File: config.mk
export PLATFORM = sky130hd
export DESIGN_NAME = regfft_reorder
export DESIGN_NICKNAME = d
export VERILOG_FILES = /design/src/rtl/regfft_reorder_pkg.sv /design/src/rtl/regfft_reorder_skid.sv /design/src/rtl/regfft_reorder.sv
export SDC_FILE = /design/constraint.sdc
export NUM_CORES = 1
export LEC_CHECK = 0
export ABC_CLOCK_PERIOD_IN_PS = 5300
export BUFFER_PORTS_ARGS = -buffer_cell sky130_fd_sc_hd__buf_2
export CORE_UTILIZATION = 50
export CTS_CLUSTER_SIZE = 25
export DETAILED_ROUTE_END_ITERATION = 8
export PLACE_DENSITY = 0.81
export RECOVER_POWER = 50
export SKIP_CTS_REPAIR_TIMING = 1
export SYNTH_ARGS = -nofsm -noshare
export SYNTH_HDL_FRONTEND = slang
export SYNTH_SLANG_ARGS = --single-unit
File: constraint.sdc
create_clock -name clk -period 5.3 [get_ports clk]
set_clock_uncertainty 0.2 [all_clocks]
set_input_delay 0 -clock clk [delete_from_list [all_inputs] [get_ports clk]]
set_output_delay 0 -clock clk [all_outputs]
set_load 0.03 [all_outputs]
File: src/rtl/regfft_reorder_pkg.sv
// Shared types, default sizes and the bit-reverse helper for the FFT reorder block.
package regfft_reorder_pkg;

   localparam int unsigned ADDR_W_DEF   = 6;
   localparam int unsigned DATA_W_DEF   = 38;
   localparam int unsigned BITREV_MAX_W = 16;

   typedef enum logic {
      ST_FILL  = 1'b0,
      ST_DRAIN = 1'b1
   } state_t;

   // Reverse the low w bits of x; bits at and above w come back as zero.
   function automatic logic [BITREV_MAX_W-1:0] bitrev(input logic [BITREV_MAX_W-1:0] x,
                                                      input int unsigned w);
      logic [BITREV_MAX_W-1:0] r;
      r = '0;
      for (int unsigned i = 0; i < BITREV_MAX_W; i++) begin
         if (i < w) r[i] = x[w-1-i];
      end
      return r;
   endfunction

endpackage

File: src/rtl/regfft_reorder_skid.sv
// Two-entry output FIFO: head entry drives the output and holds while stalled, tail absorbs one extra beat.
module regfft_reorder_skid #(
   parameter int unsigned W = 39
) (
   input  logic         clk,
   input  logic         rst,
   input  logic         push,
   input  logic [W-1:0] push_data,
   input  logic         pop,
   output logic [1:0]   count,
   output logic [W-1:0] head
);

   logic [1:0]   count_q, count_d;
   logic [W-1:0] head_q, head_d;
   logic [W-1:0] tail_q, tail_d;

   always_comb begin
      count_d = count_q;
      head_d  = head_q;
      tail_d  = tail_q;
      case ({push, pop})
         2'b10: begin
            if (count_q == 2'd0) head_d = push_data;
            else                 tail_d = push_data;
            count_d = count_q + 2'd1;
         end
         2'b01: begin
            head_d  = tail_q;
            count_d = count_q - 2'd1;
         end
         2'b11: begin
            // Simultaneous push/pop: the tail (if any) advances, the new beat fills behind it.
            if (count_q == 2'd2) begin
               head_d = tail_q;
               tail_d = push_data;
            end else begin
               head_d = push_data;
            end
         end
         default: ;
      endcase
   end

   always_ff @(posedge clk) begin
      if (rst) count_q <= 2'd0;
      else     count_q <= count_d;
   end

   always_ff @(posedge clk) begin
      head_q <= head_d;
      tail_q <= tail_d;
   end

   assign count = count_q;
   assign head  = head_q;

endmodule

File: src/rtl/regfft_reorder.sv
// Loads one frame into regfftr at bit-reversed addresses, then drains it in natural order with backpressure.
module regfft_reorder
   import regfft_reorder_pkg::*;
#(
   parameter int unsigned ADDR_W = ADDR_W_DEF,
   parameter int unsigned DATA_W = DATA_W_DEF
) (
   input  logic              clk,
   input  logic              rst,
   input  logic              in_valid,
   output logic              in_ready,
   input  logic [DATA_W-1:0] in_data,
   input  logic              in_last,
   output logic              out_valid,
   input  logic              out_ready,
   output logic [DATA_W-1:0] out_data,
   output logic              out_last,
   output logic              frame_err,
   output logic              regfft_wren,
   output logic [ADDR_W-1:0] regfft_addr,
   output logic [DATA_W-1:0] regfft_din,
   input  logic [DATA_W-1:0] regfft_dout
);

   localparam int unsigned SKID_W = DATA_W + 1;

   state_t              state_q, state_d;
   logic [ADDR_W-1:0]   wcnt_q, wcnt_d;
   logic [ADDR_W-1:0]   rcnt_q, rcnt_d;
   logic                rd_done_q, rd_done_d;
   logic                inflight_q, inflight_d;
   logic                rd_last_q, rd_last_d;
   logic                frame_err_q, frame_err_d;

   logic [1:0]          skid_count;
   logic [SKID_W-1:0]   skid_head;
   logic                in_hs;
   logic                pop;
   logic                issue;
   logic [2:0]          credit;

   // Outputs are masked during reset so nothing handshakes on stale state.
   assign out_valid = (skid_count != 2'd0) && !rst;
   assign out_data  = skid_head[DATA_W-1:0];
   assign out_last  = skid_head[DATA_W] && out_valid;
   assign frame_err = frame_err_q && !rst;
   assign in_ready  = (state_q == ST_FILL) && !rst;
   assign pop       = out_valid && out_ready;

   always_comb begin
      state_d     = state_q;
      wcnt_d      = wcnt_q;
      rcnt_d      = rcnt_q;
      rd_done_d   = rd_done_q;
      frame_err_d = 1'b0;
      issue       = 1'b0;
      regfft_wren = 1'b0;
      regfft_addr = rcnt_q;
      regfft_din  = in_data;
      in_hs       = in_valid && in_ready;
      // Entries held plus the read landing next cycle, less the one leaving now.
      credit      = 3'(skid_count) + 3'(inflight_q) - 3'(pop);
      case (state_q)
         ST_FILL: begin
            regfft_addr = ADDR_W'(bitrev(BITREV_MAX_W'(wcnt_q), ADDR_W));
            if (in_hs) begin
               regfft_wren = 1'b1;
               wcnt_d      = wcnt_q + ADDR_W'(1);
               frame_err_d = in_last != (wcnt_q == '1);
               if (wcnt_q == '1) state_d = ST_DRAIN;
            end
         end
         ST_DRAIN: begin
            issue = !rd_done_q && (credit < 3'd2);
            if (issue) begin
               rcnt_d = rcnt_q + ADDR_W'(1);
               if (rcnt_q == '1) rd_done_d = 1'b1;
            end
            if (pop && out_last) begin
               state_d   = ST_FILL;
               rcnt_d    = '0;
               rd_done_d = 1'b0;
            end
         end
         default: state_d = ST_FILL;
      endcase
      inflight_d = issue;
      rd_last_d  = (rcnt_q == '1);
   end

   always_ff @(posedge clk) begin
      if (rst) begin
         state_q     <= ST_FILL;
         wcnt_q      <= '0;
         rcnt_q      <= '0;
         rd_done_q   <= 1'b0;
         inflight_q  <= 1'b0;
         rd_last_q   <= 1'b0;
         frame_err_q <= 1'b0;
      end else begin
         state_q     <= state_d;
         wcnt_q      <= wcnt_d;
         rcnt_q      <= rcnt_d;
         rd_done_q   <= rd_done_d;
         inflight_q  <= inflight_d;
         rd_last_q   <= rd_last_d;
         frame_err_q <= frame_err_d;
      end
   end

   regfft_reorder_skid #(.W(SKID_W)) u_skid (
      .clk       (clk),
      .rst       (rst),
      .push      (inflight_q),
      .push_data ({rd_last_q, regfft_dout}),
      .pop       (pop),
      .count     (skid_count),
      .head      (skid_head)
   );

endmodule

* Word level (Yosys, flattened, before mapping)
Index checks and enable logic that the tools add are counted.
Widths: inputs -> output; s select.
** Storage, ports and cells
- Register bits after elaboration :: 97
- Input port bits :: 81
- Output and inout port bits :: 87
- Word-level logic and storage cells :: 72
** Operators by class
- $add $sub $neg :: 6
- Order comparisons :: 1
- Equality and inequality tests :: 10
- Multiplexer cells :: 19
- Bitwise gates (word level) :: 2
- Reduce and logical (&&, ||, !) cells :: 24
** Operators with widths (count)
- $mux 39 :: 4
- $pmux 39 s3 :: 1
- $pmux 39 s2 :: 1
- $mux 6 :: 3
- $add 6x1->6 const B :: 2
- $eq 6x6->1 const B :: 2
- $reduce_bool 2->1 :: 5
- $logic_and 1x1->1 :: 8
- $mux 1 :: 8
- $eq 2x2->1 const B :: 3
- $reduce_and 2->1 :: 3
- $reduce_and 3->1 :: 2
- $ne 2x1->1 const B :: 2
- $pmux 2 s2 :: 1
- $add 2x1->3 :: 1
- $lt 3x2->1 const B :: 1
- $reduce_bool 3->1 :: 1
- $reduce_or 3->1 :: 1
- $sub 3x1->3 :: 1
- $add 2x1->2 const B :: 1
- $eq 2x1->1 const B :: 1
- $logic_not 1->1 :: 2
- $logic_not 2->1 :: 1
- $ne 2x2->1 const B :: 1
- 5 further kinds :: 6

* Depth between registers and ports, before layout
Gate-level depths: netlist of run 1.
- Depth after elaboration :: 8
- Gate-level depth with buffers :: 8
- Mapped depth without buffers :: 8

* Hierarchy
Synthesis of run 1 repeated with hierarchy kept, for this count alone.
** Unflattened totals
- Cells, all modules :: 295
- Area total of the unflattened synthesis :: 4186.5 µm²
** Modules (own cells, without submodules)
- regfft_reorder_skid :: times used 1, cells an instance 147, area each 2932.8 µm², sequential area each 2382.3 µm²
- regfft_reorder :: times used 1, cells an instance 148, area each 1253.7 µm², sequential area each 340.3 µm²

* Worst setup path after synthesis of run 1
OpenSTA, ideal clock, no wires.
- Path kind :: flip-flop to flip-flop
- Start point :: register u_skid.count_q[1] (netlist: u_skid.count[1])
- End point :: register rcnt_q[4]
- Setup time :: 95 ps
- Arrival :: 2388 ps
- Data required time :: 5005 ps
- Path slack :: 2617 ps
- Cell stages (with the launch flop) :: 9
- Path buffers :: 0
- Period minus slack after synthesis :: 2683 ps
- Cell sequence :: dfxtp_1 -> nor2_2 -> nor4_1 -> o21ai_0 -> fa_1 -> nor2b_1 -> nand3_1 -> or4_1 -> o311ai_1
** Between the ends
- Longest elaborated chain between the ends :: 8
- Elaborated cells on any way between the ends :: 12
- Those cells by class :: 2 x add/sub; 1 x order compare; 1 x mux; 8 x reduce/logical
** RTL lines
- start: declaration :: RTL line regfft_reorder_skid.sv:14 : logic [1:0] count_q, count_d;
- start signal: assignment :: RTL line regfft_reorder_skid.sv:47 : else count_q <= count_d;
- parallel branches: the longest is 8 deep, another holds $add 2x1->3
- end signal: assignment :: RTL line regfft_reorder.sv:103 : rcnt_q <= rcnt_d;
- end: declaration :: RTL line regfft_reorder.sv:29 : logic [ADDR_W-1:0] rcnt_q, rcnt_d;
Parallel ways; which one is timed is not known.
A chain may end at the register's enable or synchronous reset.

* Final worst setup path of run 1
- Start point :: input port rst
- End point :: register u_skid.tail_q[7], enable pin
** Between the ends
- Longest elaborated chain between the ends :: 6
- Elaborated cells on any way between the ends :: 9
- Those cells by class :: 4 x eq/ne; 5 x reduce/logical
** RTL lines
- start: declaration :: RTL line regfft_reorder.sv:9 : input logic rst,
- $logic_not 1->1 (*) :: RTL line regfft_reorder.sv:43 : assign out_valid = (skid_count != 2'd0) && !rst;
- $logic_and 1x1->1 (*) :: RTL line regfft_reorder.sv:43
- $logic_and 1x1->1 (*) :: RTL line regfft_reorder.sv:48 : assign pop = out_valid && out_ready;
- $eq 2x2->1 :: RTL line regfft_reorder_skid.sv:22 : case ({push, pop})
- $ne 2x1->1 (no line), or another cell as far along
- $reduce_and 3->1 (no line) (*)
- end signal: assignment :: RTL line regfft_reorder_skid.sv:52 : tail_q <= tail_d;
- end: declaration :: RTL line regfft_reorder_skid.sv:16 : logic [W-1:0] tail_q, tail_d;
Mark *: on every way between the ends. The rest lies on a longest branch, timed or not.

==> results.cfg, run 1 <==
[worst_setup_path]
arrival_ns = 3.25
r2r_slack_ns = 2.21
critPathKind = input pin to flip-flop
worst_setup_path_start_kind = input pin
path_max_fanout = 39
crit_required_ns = 5.03
worst_setup_path_end_kind = flip-flop

[synthesis]
yosysWarnings = 0
synth_edf_count = 78
syn_avg_cell_area_um2 = 13.8
synth_area_leaders = edfxtp_1 52%, buf_4 13%, dfxtp_1 8.4%, mux2_1 6.0%, mux2_4 3.3%
ys_top_cells_by_count = 78 x edfxtp_1, 76 x buf_4, 24 x mux2_1
synth.most_common_cell = edfxtp_1
yosys.area.top_type_share = 0.519
synth_seq_cells = 97
ys_async_sr_fraction = 0
synth_ff_type = edfxtp_1
synth_seq_area_share = 0.603
syn_inst = 326
synth.distinct_cells = 45
syn_nets = 410
yosys.area.top_type = edfxtp_1
syn_area_um2 = 4510

[cts]
cts_buffers = 9
htreeDepth = 3
clkSlewWorstSetupHoldPaths_ns = 0.10
clock_latency_ns = 0.35
cts_tree = done
cts_root_buf = clkbuf_8
clock-sinks = 97
clockBufferDepth = 2

[floorplan]
io_pins = 168
fp-row-count = 34
dieArea_um2 = 9410
die_x_um = 97.0
start_util = 0.518
fp.dieH_um = 97.0
core-area_um2 = 8720

[place]
place_area_um2 = 4490
numPortBuffers = 91
hpwl_um = 4850
finalWeightedCongestion = 0.852
pre_cts_slack_ns = 2.33

[sta]
period_needed_ns = 3.52
fmax_mhz = 284
setup_ws_ns = 1.78
drv_slew = 40
max_slew_margin = -0.479
fin_setup_tns_ns = 0
final_hold_viol_count = 0
fin_crit_sh = 0.664
timing.final.setup_violations = 0
tightest_slew_ns = 2.22
rsz0062_at_grt = false

[routing]
wl_per_cell_um = 15.2
final_antenna_net_count = 0
wl_um = 8180
drt_iter0_drc = 64
drc = 0
firstDrtPassIters = 4
viasPerCell = 4.96
vias = 2670

[final_layout]
final_area_um2 = 5400
areaGrowthSynthToFinish_pct = 19.5
nFillCells = 702
drive_gt1_frac = 0.135
fin_nets = 509
antenna_cells = 0
final_core_util = 0.619

[global_route]
use_met2 = 0.251
met1_usage = 0.206
gr-max-usage-layer = met2
track_usage = 0.158
grt_use_met3 = 0.0441
grt_max_degree = 40
antenna_found_initial = 0
grt_overflow = 0
grt_first_pass_wirelength_um = 11800
grt_pass1_vias = 2364

[power_and_ir_drop]
comb_power_share = 0.091
ir_worst_vdd_mv = 0.150
leakage_nw = 1.93
p_sw_w = 0.000332
internal_power_w = 0.00111
p_sw_frac = 0.230
p_clk_frac = 0.336
power_per_cell_area_nw_per_um2 = 267
seqPwrFrac = 0.573

[status]
violations = max-capacitance violations, max-slew violations
status = complete, but fails checks

[min_path]
worstHoldPathType = input pin to flip-flop

[job]
cap_violations = 1
## final timing paths
check	start	to	depth (start not counted)
setup / recovery	rst	u_skid.tail_q[7]	5
hold / removal	regfft_dout[32]	u_skid.tail_q[32]	2
setup reg to reg	u_skid.count[1]	u_skid.tail_q[7]	3
hold reg to reg	rd_last_q	u_skid.tail_q[38]	0
## layout make-up
type                    instances  area [um2]  share of cell area
flip-flops and latches         97        2720               0.505
repair buffers                173        1180               0.218
multi-input cells             137        1130               0.210
well taps                     108         135              0.0250
clock buffers                   9         124              0.0230
clock inverters                 7        77.6              0.0144
inverters                       7        26.3             0.00487
## state kept, by name (all words and copies together) (netlist names), 2 cells and up
name and cells:
rcnt_q 6, u_skid.count 2, u_skid.tail_q 39, wcnt_q 6, u_skid.head 39
## stage by stage
stage / cells / power (W) / hold WS, ns
after global placement: 441 / 0.000895 / -0.200
after floorplan: 326 / 0.000925 / -0.137
after global routing: 538 / 0.00150 / 0.150
final: 538 / 0.00144 / 0.172
after CTS: 457 / 0.00139 / -0.391
after detailed placement: 441 / 0.000899 / -0.200
## power by group through the flow
stage               clock, W  sequential, W  combinational (W)
floorplan                  0       0.000842          0.0000830
global placement           0       0.000843          0.0000522
detailed placement         0       0.000843          0.0000556
CTS                 0.000504       0.000826          0.0000558
global route        0.000536       0.000826           0.000140
finish              0.000485       0.000826           0.000132
## logic make-up after synthesis
family / count (synthesis) / share of synthesized area
compound gates: 23 / 0.0335
xor+xnor: 8 / 0.0155
fa+ha+maj: 3 / 0.00998
buf+inv: 92 / 0.144
flops: 97 / 0.603
mux: 45 / 0.121
simple gates: 58 / 0.0732
## critical path, stage by stage
cell and delay, ns:
dlygate4sd3_1 0.52, clkbuf_1 0.73, nand2b_1 0.24, o211a_1 0.15, clkbuf_1 1.58
## routing by layer
layer	wire length, um	vias up
li1	-	1294
met1	3550	1270
met2	4190	104
met3	416	2
met4	20	0
met5	0	-
## layout by cell type (no fill, tap or decap), types with 3 or more instances in the layout
cell type	count
a21oi_1	5
and2_1	4
and3_1	7
buf_2	15
clkbuf_1	76
clkbuf_8	9
dfxtp_1	19
dlygate4sd3_1	81
edfxtp_1	78
inv_1	7
mux2_1	24
mux2_2	11
mux2_4	10
nand2_1	9
nand3_1	5
nand4_1	5
nor2_1	10
nor2b_1	3
o21ai_0	4
xnor2_1	3
xor2_1	5
Power figures use the tool's default switching activity.
==> inputs of run 2 (changes only) <==
--- a/config.mk
+++ b/config.mk
@@ -5,7 +5,8 @@
 export SDC_FILE = /design/constraint.sdc
 export NUM_CORES = 1
 export LEC_CHECK = 0
-export ABC_CLOCK_PERIOD_IN_PS = 5300
+export ABC_AREA = 1
+export ABC_CLOCK_PERIOD_IN_PS = 3500
 export BUFFER_PORTS_ARGS = -buffer_cell sky130_fd_sc_hd__buf_2
 export CORE_UTILIZATION = 50
 export CTS_CLUSTER_SIZE = 25
==> constraint.sdc (replaced) <==
create_clock -name clk -period 3.5 [get_ports clk]
set_clock_uncertainty 0.2 [all_clocks]
set_input_delay 0 -clock clk [delete_from_list [all_inputs] [get_ports clk]]
set_output_delay 0 -clock clk [all_outputs]
set_load 0.03 [all_outputs]
==> results.cfg, run 2 <==
[status]
status = finished, final reports clean

[cts]
clkSlewWorstSetupHoldPaths_ns = 0.09
clock-sinks = 97
htreeDepth = 3
clockBufferDepth = 2
cts_tree = done
clock_latency_ns = 0.34
cts_buffers = 9
cts_root_buf = clkbuf_8

[global_route]
grt_pass1_vias = 2840
track_usage = 0.174
grt_first_pass_wirelength_um = 13300
met1_usage = 0.215
grt_overflow = 0
antenna_found_initial = 0
use_met2 = 0.299
gr-max-usage-layer = met2
grt_use_met3 = 0.0511
grt_max_degree = 42

[worst_setup_path]
arrival_ns = 2.93
worst_setup_path_end_kind = flip-flop
r2r_end = rcnt_q[0]
critPathKind = flip-flop to flip-flop
cp_common_cell = nor2_1
reg2reg_depth = 14
cp_slowest_cell = fa_1
crit_required_ns = 3.55
r2r_slack_ns = 0.62
path_cells = nor2_1 -> nor2_1 -> nand2_1 -> nand2_1 -> a21oi_1 -> inv_1 -> fa_1 -> inv_1 -> nor2_1 -> nand3_1 -> nand2_1 -> nand2_1 -> nor2_1 -> nor2_1
timing.rr.start = u_skid.count[1]
path_max_fanout = 5
cpPeakStageDelay_ns = 0.50
worst_setup_path_start_kind = flip-flop

[synthesis]
synth_ff_type = edfxtp_1
ys_async_sr_fraction = 0
yosys.area.top_type = edfxtp_1
yosysWarnings = 0
synth.distinct_cells = 21
synth_seq_cells = 97
ys_top_cells_by_count = 119 x nand2_1, 78 x edfxtp_1, 77 x buf_4
syn_area_um2 = 4560
syn_avg_cell_area_um2 = 10.0
synth_area_leaders = edfxtp_1 51%, buf_4 13%, nand2_1 9.8%, dfxtp_1 8.3%, nand3_1 6.0%
synth.most_common_cell = nand2_1
synth_edf_count = 78
synth_seq_area_share = 0.597
syn_inst = 456
syn_nets = 540
yosys.area.top_type_share = 0.514

[routing]
wl_per_cell_um = 14.5
viasPerCell = 5.04
final_antenna_net_count = 0
wl_um = 9590
drt_iter0_drc = 189
drc = 0
vias = 3342
firstDrtPassIters = 4

[min_path]
worstHoldPathType = input pin to flip-flop
whs_endpoint = u_skid.tail_q[11]
min-delay-start = regfft_dout[11]
hold_depth = 2

[sta]
rsz0062_at_grt = false
setup_ws_ns = 0.616
hold_ws_ns = 0.172
final_hold_viol_count = 0
period_needed_ns = 2.88
fin_crit_sh = 0.824
fin_setup_tns_ns = 0
max_slew_margin = 0.547
drv_slew = 0
fmax_mhz = 347
tightest_slew_ns = 0.678
timing.final.setup_violations = 0

[power_and_ir_drop]
internal_power_w = 0.00159
p_sw_frac = 0.236
ir_worst_vdd_mv = 0.223
power_per_cell_area_nw_per_um2 = 383
p_sw_w = 0.000491
leakage_nw = 2.07
p_clk_frac = 0.308
seqPwrFrac = 0.599
comb_power_share = 0.092

[floorplan]
dieArea_um2 = 9500
start_util = 0.520
die_x_um = 97.5
io_pins = 168
core-area_um2 = 8760
fp.dieH_um = 97.5
fp-row-count = 34

[place]
numPortBuffers = 91
place_area_um2 = 4550
finalWeightedCongestion = 0.826
hpwl_um = 5510
pre_cts_slack_ns = 0.669

[final_layout]
seq_area_um2 = 2720
layout_common_cells = 119 x nand2_1, 80 x dlygate4sd3_1, 80 x clkbuf_1
areaGrowthSynthToFinish_pct = 19.0
fin_nets = 634
drive_gt1_frac = 0.0631
antenna_cells = 0
mostFrequentLayoutCell = nand2_1
multi_input_area_um2 = 1110
final_core_util = 0.619
nFillCells = 736
final_area_um2 = 5420

[job]
cap_violations = 0
## run 2: worst max-delay path, delay by kind of cell (launching register included)
| family | cells | cell delay (ns) |
|---|---|---|
| flops | 1 | 0.38 |
| fa+ha+maj | 1 | 0.50 |
| compound gates | 1 | 0.21 |
| simple gates | 10 | 1.39 |
| buf+inv | 2 | 0.11 |
## run 2: power by group through the flow
stage          Combinational [W]  Sequential [W]  Clock (W)
6_report                0.000192         0.00125   0.000641
5_1_grt                 0.000205         0.00125   0.000708
4_1_cts                0.0000744         0.00125   0.000657
3_5_place_dp           0.0000740         0.00127          0
3_3_place_gp           0.0000710         0.00127          0
2_1_floorplan           0.000116         0.00127          0
## run 2: per-stage QoR
| step | power [W] | std cells |
|---|---|---|
| 2_1_floorplan | 0.00139 | 456 |
| 3_3_place_gp | 0.00134 | 567 |
| 3_5_place_dp | 0.00135 | 567 |
| 4_1_cts | 0.00198 | 583 |
| 5_1_grt | 0.00216 | 663 |
| 6_report | 0.00208 | 663 |
## run 2: cells by family (layout without fill, tap and decap cells)
| group | Yosys count | in the layout | synth area share |
|---|---|---|---|
| adder cells (fa/ha/maj) | 3 | 3 | 0.00988 |
| flip-flops | 97 | 97 | 0.597 |
| AND/OR/NAND/NOR | 210 | 210 | 0.197 |
| AO/OA/AOI/OAI | 26 | 26 | 0.0285 |
| XOR/XNOR | 1 | 1 | 0.00192 |
| buffers and inverters | 119 | 218 | 0.165 |
## run 2: layout make-up
cell class              instances  area share
flip-flops and latches         97       0.502
repair buffers                176       0.220
clock inverters                 7     0.00830
inverters                      26      0.0180
well taps                     108      0.0249
multi-input cells             240       0.204
clock buffers                   9      0.0228
## run 2: worst max-delay path by stage
stage / start / endpoint / slack (ns) / depth (start not counted)
global placement: u_skid.count[1] / rcnt_q[0] / 0.82 / 14
floorplan: u_skid.count[1] / u_skid.head[0] / 0.45 / 4
global route: u_skid.count[1] / rcnt_q[1] / 0.40 / 14
detailed placement: u_skid.count[1] / rcnt_q[0] / 0.67 / 14
finish: u_skid.count[1] / rcnt_q[0] / 0.62 / 14
CTS: u_skid.count[1] / rcnt_q[0] / 0.67 / 14
## run 2: metal layers
metal / up-vias / share of wire
met5: - / 0
met4: 0 / 0.0077
met3: 8 / 0.052
met2: 141 / 0.53
met1: 1554 / 0.41
li1: 1639 / -
